[src/rtl/mem_arbiter_if.sv]
// rtl/mem_arbiter_if.sv - two-requester / shared-memory signal bundle for mem_arbiter
interface mem_arbiter_if #(
    parameter int DATA_W = 8,
    parameter int ADDR_W = 8
);
    logic [DATA_W-1:0] m0_wr_data_i, m1_wr_data_i;
    logic [ADDR_W-1:0] m0_wr_addr_i, m1_wr_addr_i;
    logic              m0_wr_vld_i,  m1_wr_vld_i;
    logic              m0_wr_rdy_o,  m1_wr_rdy_o;
    logic [ADDR_W-1:0] m0_rd_addr_i, m1_rd_addr_i;
    logic              m0_rd_vld_i,  m1_rd_vld_i;
    logic              m0_rd_rdy_o,  m1_rd_rdy_o;
    logic [DATA_W-1:0] m0_rd_data_o, m1_rd_data_o;
    logic              m0_rd_dvld_o, m1_rd_dvld_o;
    logic [DATA_W-1:0] mem_wr_data_o;
    logic [ADDR_W-1:0] mem_wr_addr_o;
    logic              mem_wr_vld_o;
    logic              mem_wr_rdy_i;
    logic [ADDR_W-1:0] mem_rd_addr_o;
    logic              mem_rd_vld_o;
    logic [DATA_W-1:0] mem_rd_data_i;
    logic              mem_rd_rdy_i;

    modport slave (
        input  m0_wr_data_i, m1_wr_data_i, m0_wr_addr_i, m1_wr_addr_i,
        input  m0_wr_vld_i, m1_wr_vld_i, m0_rd_addr_i, m1_rd_addr_i,
        input  m0_rd_vld_i, m1_rd_vld_i, mem_wr_rdy_i, mem_rd_data_i, mem_rd_rdy_i,
        output m0_wr_rdy_o, m1_wr_rdy_o, m0_rd_rdy_o, m1_rd_rdy_o,
        output m0_rd_data_o, m1_rd_data_o, m0_rd_dvld_o, m1_rd_dvld_o,
        output mem_wr_data_o, mem_wr_addr_o, mem_wr_vld_o, mem_rd_addr_o, mem_rd_vld_o
    );

    modport master (
        output m0_wr_data_i, m1_wr_data_i, m0_wr_addr_i, m1_wr_addr_i,
        output m0_wr_vld_i, m1_wr_vld_i, m0_rd_addr_i, m1_rd_addr_i,
        output m0_rd_vld_i, m1_rd_vld_i, mem_wr_rdy_i, mem_rd_data_i, mem_rd_rdy_i,
        input  m0_wr_rdy_o, m1_wr_rdy_o, m0_rd_rdy_o, m1_rd_rdy_o,
        input  m0_rd_data_o, m1_rd_data_o, m0_rd_dvld_o, m1_rd_dvld_o,
        input  mem_wr_data_o, mem_wr_addr_o, mem_wr_vld_o, mem_rd_addr_o, mem_rd_vld_o
    );
endinterface

[src/rtl/mem_arbiter.sv]
// rtl/mem_arbiter.sv - two-requester shared-memory arbiter with independent write/read channels
// MEM_ARBITER_RR_EN selects round-robin tie-breaking; undefined gives fixed priority to requester 0.
module mem_arbiter #(
    parameter int DATA_W = 8,
    parameter int ADDR_W = 8
) (
    input  logic          clk,
    input  logic          rst,
    mem_arbiter_if.slave  bus
);
    logic              wr_any, wr_sel, wr_go;
    logic              rd_any, rd_sel, rd_go;
    logic              tag_vld_q, tag_vld_d;
    logic              tag_id_q, tag_id_d;
    logic              dvld0_q, dvld0_d, dvld1_q, dvld1_d;
    logic [DATA_W-1:0] rd_data0_q, rd_data0_d, rd_data1_q, rd_data1_d;
`ifdef MEM_ARBITER_RR_EN
    logic              wr_last_q, wr_last_d;
    logic              rd_last_q, rd_last_d;
`endif

    always_comb begin
        wr_any = bus.m0_wr_vld_i | bus.m1_wr_vld_i;
        rd_any = bus.m0_rd_vld_i | bus.m1_rd_vld_i;
`ifdef MEM_ARBITER_RR_EN
        // On a tie, requester 1 wins only when requester 0 was the last one granted.
        wr_sel = bus.m1_wr_vld_i & (~bus.m0_wr_vld_i | ~wr_last_q);
        rd_sel = bus.m1_rd_vld_i & (~bus.m0_rd_vld_i | ~rd_last_q);
`else
        wr_sel = bus.m1_wr_vld_i & ~bus.m0_wr_vld_i;
        rd_sel = bus.m1_rd_vld_i & ~bus.m0_rd_vld_i;
`endif
        wr_go = wr_any & bus.mem_wr_rdy_i & ~rst;
        rd_go = rd_any & ~rst;

        bus.m0_wr_rdy_o   = wr_go & ~wr_sel;
        bus.m1_wr_rdy_o   = wr_go & wr_sel;
        bus.mem_wr_vld_o  = wr_any & ~rst;
        bus.mem_wr_addr_o = wr_sel ? bus.m1_wr_addr_i : bus.m0_wr_addr_i;
        bus.mem_wr_data_o = wr_sel ? bus.m1_wr_data_i : bus.m0_wr_data_i;

        bus.m0_rd_rdy_o   = rd_go & ~rd_sel;
        bus.m1_rd_rdy_o   = rd_go & rd_sel;
        bus.mem_rd_vld_o  = rd_go;
        bus.mem_rd_addr_o = rd_sel ? bus.m1_rd_addr_i : bus.m0_rd_addr_i;

        // The tag follows the accepted read into the memory's one-cycle latency slot.
        tag_vld_d  = rd_go;
        tag_id_d   = rd_sel;
        dvld0_d    = tag_vld_q & bus.mem_rd_rdy_i & ~tag_id_q;
        dvld1_d    = tag_vld_q & bus.mem_rd_rdy_i & tag_id_q;
        rd_data0_d = dvld0_d ? bus.mem_rd_data_i : rd_data0_q;
        rd_data1_d = dvld1_d ? bus.mem_rd_data_i : rd_data1_q;
`ifdef MEM_ARBITER_RR_EN
        wr_last_d = wr_go ? wr_sel : wr_last_q;
        rd_last_d = rd_go ? rd_sel : rd_last_q;
`endif
    end

    always_ff @(posedge clk) begin
        if (rst) begin
            tag_vld_q  <= 1'b0;
            tag_id_q   <= 1'b0;
            dvld0_q    <= 1'b0;
            dvld1_q    <= 1'b0;
            rd_data0_q <= '0;
            rd_data1_q <= '0;
`ifdef MEM_ARBITER_RR_EN
            // "Last granted = 1" makes requester 0 win the first tie.
            wr_last_q  <= 1'b1;
            rd_last_q  <= 1'b1;
`endif
        end else begin
            tag_vld_q  <= tag_vld_d;
            tag_id_q   <= tag_id_d;
            dvld0_q    <= dvld0_d;
            dvld1_q    <= dvld1_d;
            rd_data0_q <= rd_data0_d;
            rd_data1_q <= rd_data1_d;
`ifdef MEM_ARBITER_RR_EN
            wr_last_q  <= wr_last_d;
            rd_last_q  <= rd_last_d;
`endif
        end
    end

    assign bus.m0_rd_data_o = rd_data0_q;
    assign bus.m1_rd_data_o = rd_data1_q;
    assign bus.m0_rd_dvld_o = dvld0_q;
    assign bus.m1_rd_dvld_o = dvld1_q;
endmodule

[src/flat_wrapper.sv]
// flat-port wrapper written by rule: the top's interface ports become plain ports
module mem_arbiter_flat 
#(
    parameter int DATA_W = 8,
    parameter int ADDR_W = 8
)
  (clk, rst, bus_m0_wr_data_i, bus_m1_wr_data_i, bus_m0_wr_addr_i, bus_m1_wr_addr_i, bus_m0_wr_vld_i, bus_m1_wr_vld_i, bus_m0_rd_addr_i, bus_m1_rd_addr_i, bus_m0_rd_vld_i, bus_m1_rd_vld_i, bus_mem_wr_rdy_i, bus_mem_rd_data_i, bus_mem_rd_rdy_i, bus_m0_wr_rdy_o, bus_m1_wr_rdy_o, bus_m0_rd_rdy_o, bus_m1_rd_rdy_o, bus_m0_rd_data_o, bus_m1_rd_data_o, bus_m0_rd_dvld_o, bus_m1_rd_dvld_o, bus_mem_wr_data_o, bus_mem_wr_addr_o, bus_mem_wr_vld_o, bus_mem_rd_addr_o, bus_mem_rd_vld_o);
  mem_arbiter_if #(.DATA_W(DATA_W), .ADDR_W(ADDR_W)) bus_i ();
  input  logic clk;
  input  logic rst;
  input wire logic [$bits(bus_i.m0_wr_data_i)-1:0] bus_m0_wr_data_i;
  input wire logic [$bits(bus_i.m1_wr_data_i)-1:0] bus_m1_wr_data_i;
  input wire logic [$bits(bus_i.m0_wr_addr_i)-1:0] bus_m0_wr_addr_i;
  input wire logic [$bits(bus_i.m1_wr_addr_i)-1:0] bus_m1_wr_addr_i;
  input wire logic [$bits(bus_i.m0_wr_vld_i)-1:0] bus_m0_wr_vld_i;
  input wire logic [$bits(bus_i.m1_wr_vld_i)-1:0] bus_m1_wr_vld_i;
  input wire logic [$bits(bus_i.m0_rd_addr_i)-1:0] bus_m0_rd_addr_i;
  input wire logic [$bits(bus_i.m1_rd_addr_i)-1:0] bus_m1_rd_addr_i;
  input wire logic [$bits(bus_i.m0_rd_vld_i)-1:0] bus_m0_rd_vld_i;
  input wire logic [$bits(bus_i.m1_rd_vld_i)-1:0] bus_m1_rd_vld_i;
  input wire logic [$bits(bus_i.mem_wr_rdy_i)-1:0] bus_mem_wr_rdy_i;
  input wire logic [$bits(bus_i.mem_rd_data_i)-1:0] bus_mem_rd_data_i;
  input wire logic [$bits(bus_i.mem_rd_rdy_i)-1:0] bus_mem_rd_rdy_i;
  output wire logic [$bits(bus_i.m0_wr_rdy_o)-1:0] bus_m0_wr_rdy_o;
  output wire logic [$bits(bus_i.m1_wr_rdy_o)-1:0] bus_m1_wr_rdy_o;
  output wire logic [$bits(bus_i.m0_rd_rdy_o)-1:0] bus_m0_rd_rdy_o;
  output wire logic [$bits(bus_i.m1_rd_rdy_o)-1:0] bus_m1_rd_rdy_o;
  output wire logic [$bits(bus_i.m0_rd_data_o)-1:0] bus_m0_rd_data_o;
  output wire logic [$bits(bus_i.m1_rd_data_o)-1:0] bus_m1_rd_data_o;
  output wire logic [$bits(bus_i.m0_rd_dvld_o)-1:0] bus_m0_rd_dvld_o;
  output wire logic [$bits(bus_i.m1_rd_dvld_o)-1:0] bus_m1_rd_dvld_o;
  output wire logic [$bits(bus_i.mem_wr_data_o)-1:0] bus_mem_wr_data_o;
  output wire logic [$bits(bus_i.mem_wr_addr_o)-1:0] bus_mem_wr_addr_o;
  output wire logic [$bits(bus_i.mem_wr_vld_o)-1:0] bus_mem_wr_vld_o;
  output wire logic [$bits(bus_i.mem_rd_addr_o)-1:0] bus_mem_rd_addr_o;
  output wire logic [$bits(bus_i.mem_rd_vld_o)-1:0] bus_mem_rd_vld_o;
  assign bus_i.m0_wr_data_i = bus_m0_wr_data_i;
  assign bus_i.m1_wr_data_i = bus_m1_wr_data_i;
  assign bus_i.m0_wr_addr_i = bus_m0_wr_addr_i;
  assign bus_i.m1_wr_addr_i = bus_m1_wr_addr_i;
  assign bus_i.m0_wr_vld_i = bus_m0_wr_vld_i;
  assign bus_i.m1_wr_vld_i = bus_m1_wr_vld_i;
  assign bus_i.m0_rd_addr_i = bus_m0_rd_addr_i;
  assign bus_i.m1_rd_addr_i = bus_m1_rd_addr_i;
  assign bus_i.m0_rd_vld_i = bus_m0_rd_vld_i;
  assign bus_i.m1_rd_vld_i = bus_m1_rd_vld_i;
  assign bus_i.mem_wr_rdy_i = bus_mem_wr_rdy_i;
  assign bus_i.mem_rd_data_i = bus_mem_rd_data_i;
  assign bus_i.mem_rd_rdy_i = bus_mem_rd_rdy_i;
  assign bus_m0_wr_rdy_o = bus_i.m0_wr_rdy_o;
  assign bus_m1_wr_rdy_o = bus_i.m1_wr_rdy_o;
  assign bus_m0_rd_rdy_o = bus_i.m0_rd_rdy_o;
  assign bus_m1_rd_rdy_o = bus_i.m1_rd_rdy_o;
  assign bus_m0_rd_data_o = bus_i.m0_rd_data_o;
  assign bus_m1_rd_data_o = bus_i.m1_rd_data_o;
  assign bus_m0_rd_dvld_o = bus_i.m0_rd_dvld_o;
  assign bus_m1_rd_dvld_o = bus_i.m1_rd_dvld_o;
  assign bus_mem_wr_data_o = bus_i.mem_wr_data_o;
  assign bus_mem_wr_addr_o = bus_i.mem_wr_addr_o;
  assign bus_mem_wr_vld_o = bus_i.mem_wr_vld_o;
  assign bus_mem_rd_addr_o = bus_i.mem_rd_addr_o;
  assign bus_mem_rd_vld_o = bus_i.mem_rd_vld_o;
  mem_arbiter #(.DATA_W(DATA_W), .ADDR_W(ADDR_W)) u_core (.clk(clk), .rst(rst), .bus(bus_i));
endmodule
[config.mk]
export PLATFORM = sky130hd
export DESIGN_NAME = mem_arbiter_flat
export DESIGN_NICKNAME = d
export VERILOG_FILES = /design/src/rtl/mem_arbiter_if.sv /design/src/rtl/mem_arbiter.sv /design/src/flat_wrapper.sv
export SDC_FILE = /design/constraint.sdc
export NUM_CORES = 1
export LEC_CHECK = 0
export BUFFER_PORTS_ARGS = -buffer_cell sky130_fd_sc_hd__buf_2
export CAP_MARGIN = 40
export CORE_ASPECT_RATIO = 1.5
export CORE_MARGIN = 4
export CORE_UTILIZATION = 36
export CTS_CLUSTER_DIAMETER = 150
export DETAILED_ROUTE_END_ITERATION = 16
export GPL_TIMING_DRIVEN = 0
export PLACE_DENSITY_LB_ADDON = 0.12
export SETUP_SLACK_MARGIN = 0.3
export SYNTH_ARGS = -nofsm -noshare
export SYNTH_HDL_FRONTEND = slang
export SYNTH_SLANG_ARGS = --single-unit
[constraint.sdc]
create_clock -name clk -period 1.3 [get_ports clk]
set_clock_uncertainty 0.05 [all_clocks]
set_input_delay 0.065 -clock clk [delete_from_list [all_inputs] [get_ports clk]]
set_output_delay 0.065 -clock clk [all_outputs]
set_load 0.01 [all_outputs]
==> impl_metrics.json <==
{
  "period_share_pct": 84.8,
  "dieArea_um2": 4310,
  "drv_cap": 0,
  "synth_edf_count": 0,
  "grt-ovfl-total": 0,
  "finalHoldViolations": 0,
  "regToRegEndpoint": "u_core.bus.m0_rd_data_o[6]",
  "cp-end-kind": "output pin",
  "tns_ps": 0,
  "final_common_cell": "buf_2",
  "drc": 0,
  "async_flop_share_pct": 0,
  "holdPathEnd": "u_core.bus.m1_rd_data_o[5]",
  "crit_required_ps": 1190,
  "critPathMaxStageDelay_ps": 310,
  "avgSynthCellArea_um2": 10.7,
  "antenna_found_initial": 0,
  "synth_cell_types": 20,
  "power_mw": 1.68,
  "power.leakage_nw": 1.21,
  "syn_inst": 111,
  "drt_iter0_drc": 8,
  "vdd_drop_max_mv": 0.555,
  "synth-seq-cells": 20,
  "dp_hpwl_um": 2940,
  "max_slew.worst_pin.slew_ps": 341,
  "dp_cells": 262,
  "clkSinkCount": 20,
  "fp.dieH_um": 78.5,
  "status": "complete, no violations",
  "area_growth_pct": 86.4,
  "grt_usage_pct": 19.6,
  "hp-start": "bus_mem_rd_data_i[5]",
  "fmax_mhz": 908,
  "r2r_start": "u_core.tag_id_q",
  "crit_buf_inv": 4,
  "grt_max_degree": 12,
  "setup_viol": 0,
  "slew_headroom_pct": 77.3,
  "yosys_warnings": 0,
  "worstSetupPathType": "in -> out",
  "start_kind": "primary input",
  "wl_um": 4120,
  "reg2reg_depth": 3,
  "ff2ff_setup_slack_ps": 270,
  "ios": 112,
  "worstHoldPathCells": 3,
  "slowest_stage": "mux2_4",
  "io_buffers": 111,
  "seq_area_frac_synth_pct": 33.6,
  "synth.net_count": 175,
  "synth_top_flop_cell": "dfxtp_1",
  "initial_core_util_pct": 37.7,
  "power_density_nw_per_um2": 757,
  "ant_nets": 0,
  "grt_pass1_wl_um": 6270,
  "clk_path_buf_depth": 2,
  "layout_common_cells": "85 x buf_2, 30 x buf_6, 24 x nand2b_1",
  "routed_via_density": 4.60,
  "cts.clk_slew.worst_paths_ps": 70,
  "syn-cell-area_um2": 1190,
  "finalCriticalPeriod_ps": 1100,
  "hold_ws_ps": 37.2,
  "final_nets": 300,
  "wire_per_inst_um": 15.0,
  "drive_above_1_share_pct": 68.1,
  "stdcell_count": 275,
  "min_path_type": "in -> reg",
  "die_width_um": 55.0,
  "dr.pass1.iters": 3,
  "cts_made_buffers": 3,
  "antennaDiodeCount": 0,
  "cpLargestDelayFamily": "buffers and inverters",
  "root_buffer": "clkbuf_8",
  "grt_pass1_vias": 1369,
  "clkLatencyLatePin_ps": 260,
  "vias": 1264,
  "path_cells": "buf_6 > nand2b_4 > buf_8 > buf_8 > mux2_4 > buf_6",
  "rsz0062_at_grt": "true",
  "core_area_um2": 3160,
  "maxSlewViolCount": 0,
  "num_rows": 25,
  "place.gp.congestion": 0.702,
  "cts_max_level": 1,
  "crit_fanout": 7,
  "cts_tree": "yes",
  "critical_path_arrival_ps": 990
}
==> where the power goes <==
| part | total [mW] | leakage (nW) | switching, mW | internal (mW) |
|---|---|---|---|---|
| combinational | 0.574 | 1.01 | 0.213 | 0.361 |
| clock | 0.465 | 0.0288 | 0.195 | 0.270 |
| sequential | 0.643 | 0.163 | 0.0114 | 0.632 |
| total | 1.68 | 1.21 | 0.420 | 1.26 |
==> how the worst max path moves through the flow <==
stage	from	end	slack, ps	depth (start not counted)
finish	bus_m0_wr_vld_i	bus_mem_wr_data_o[3]	200	6
global route	bus_m0_wr_vld_i	bus_mem_wr_addr_o[0]	180	6
CTS	bus_m0_wr_vld_i	bus_mem_wr_addr_o[7]	210	6
detailed placement	bus_m0_wr_vld_i	bus_mem_wr_data_o[5]	160	6
global placement	bus_m0_wr_vld_i	bus_mem_wr_addr_o[1]	180	6
floorplan	u_core.tag_id_q	u_core.bus.m0_rd_data_o[3]	350	3
==> flip-flops by register name, summed over array words and instances, names as in the netlist <==
| signal | count |
|---|---|
| u_core.bus.m0_rd_data_o | 8 |
| u_core.bus.m1_rd_data_o | 8 |
| u_core.bus.m0_rd_dvld_o | 1 |
| u_core.bus.m1_rd_dvld_o | 1 |
| u_core.tag_id_q | 1 |
| u_core.tag_vld_q | 1 |
==> Yosys cell counts, types with 2 or more instances <==
master     n  area share [%]
and3b_1    2             1.5
buf_2      2            0.84
clkbuf_1   2            0.63
clkbuf_2   2            0.84
dfxtp_1   20              34
mux2_2    15              14
mux2_4     9              11
mux2i_1   16              13
nand2b_1  24              13
nor2_1     5             1.6
nor2b_1    4             2.1
nor3b_1    2             1.3
==> cell families after synthesis <==
logic type             after synthesis  share of synthesized area [%]
buffers and inverters                8                           4.94
AND/OR/NAND/NOR                     43                           22.5
multiplexers                        40                           39.0
flip-flops                          20                           33.6
==> area by class of cell <==
| class | instances | area (µm²) |
|---|---|---|
| fill | 257 | 938 |
| timing repair buffer | 120 | 826 |
| multi-input combinational | 83 | 803 |
| sequential | 20 | 403 |
| buffer | 8 | 83.8 |
| clock buffer | 4 | 55.1 |
| tap | 40 | 50.0 |
==> layer usage <==
metal  vias to the layer above  global-route usage [%]  part of all wire, %
met5                         -                       0                    0
met2                        54                    35.3                   59
met4                         0                    10.2                  2.2
li1                        625                       -                    -
met3                         8                    3.80                  6.7
met1                       577                    19.8                   32
==> per-stage QoR <==
stage / setup slack (ps) / cell area (µm²) / util (%)
final: 198 / 2220 / 70.3
after global routing: 179 / 2220 / 70.3
after CTS: 208 / 2080 / 65.9
after detailed placement: 164 / 1800 / 56.9
after global placement: 180 / 1800 / 56.9
after floorplan: 350 / 1190 / -
==> repair_timing <==
| action | 4_1_cts | 5_1_grt |
|---|---|---|
| pin swaps | 0 | 1 |
| setup endpoints to repair | 34 | 39 |
| hold buffers | 0 | 1 |
| setup buffers | 4 | 2 |
| gates resized for setup | 36 | 26 |
| cloned | 2 | 0 |
| hold endpoints to repair | 0 | 1 |
==> worst register-to-register path: stages (launching register included) <==
cell	delay [ps]
dfxtp_2	340
and3b_1	230
clkbuf_8	150
mux2i_1	180
Note: power is estimated with default switching activity, not from simulation.
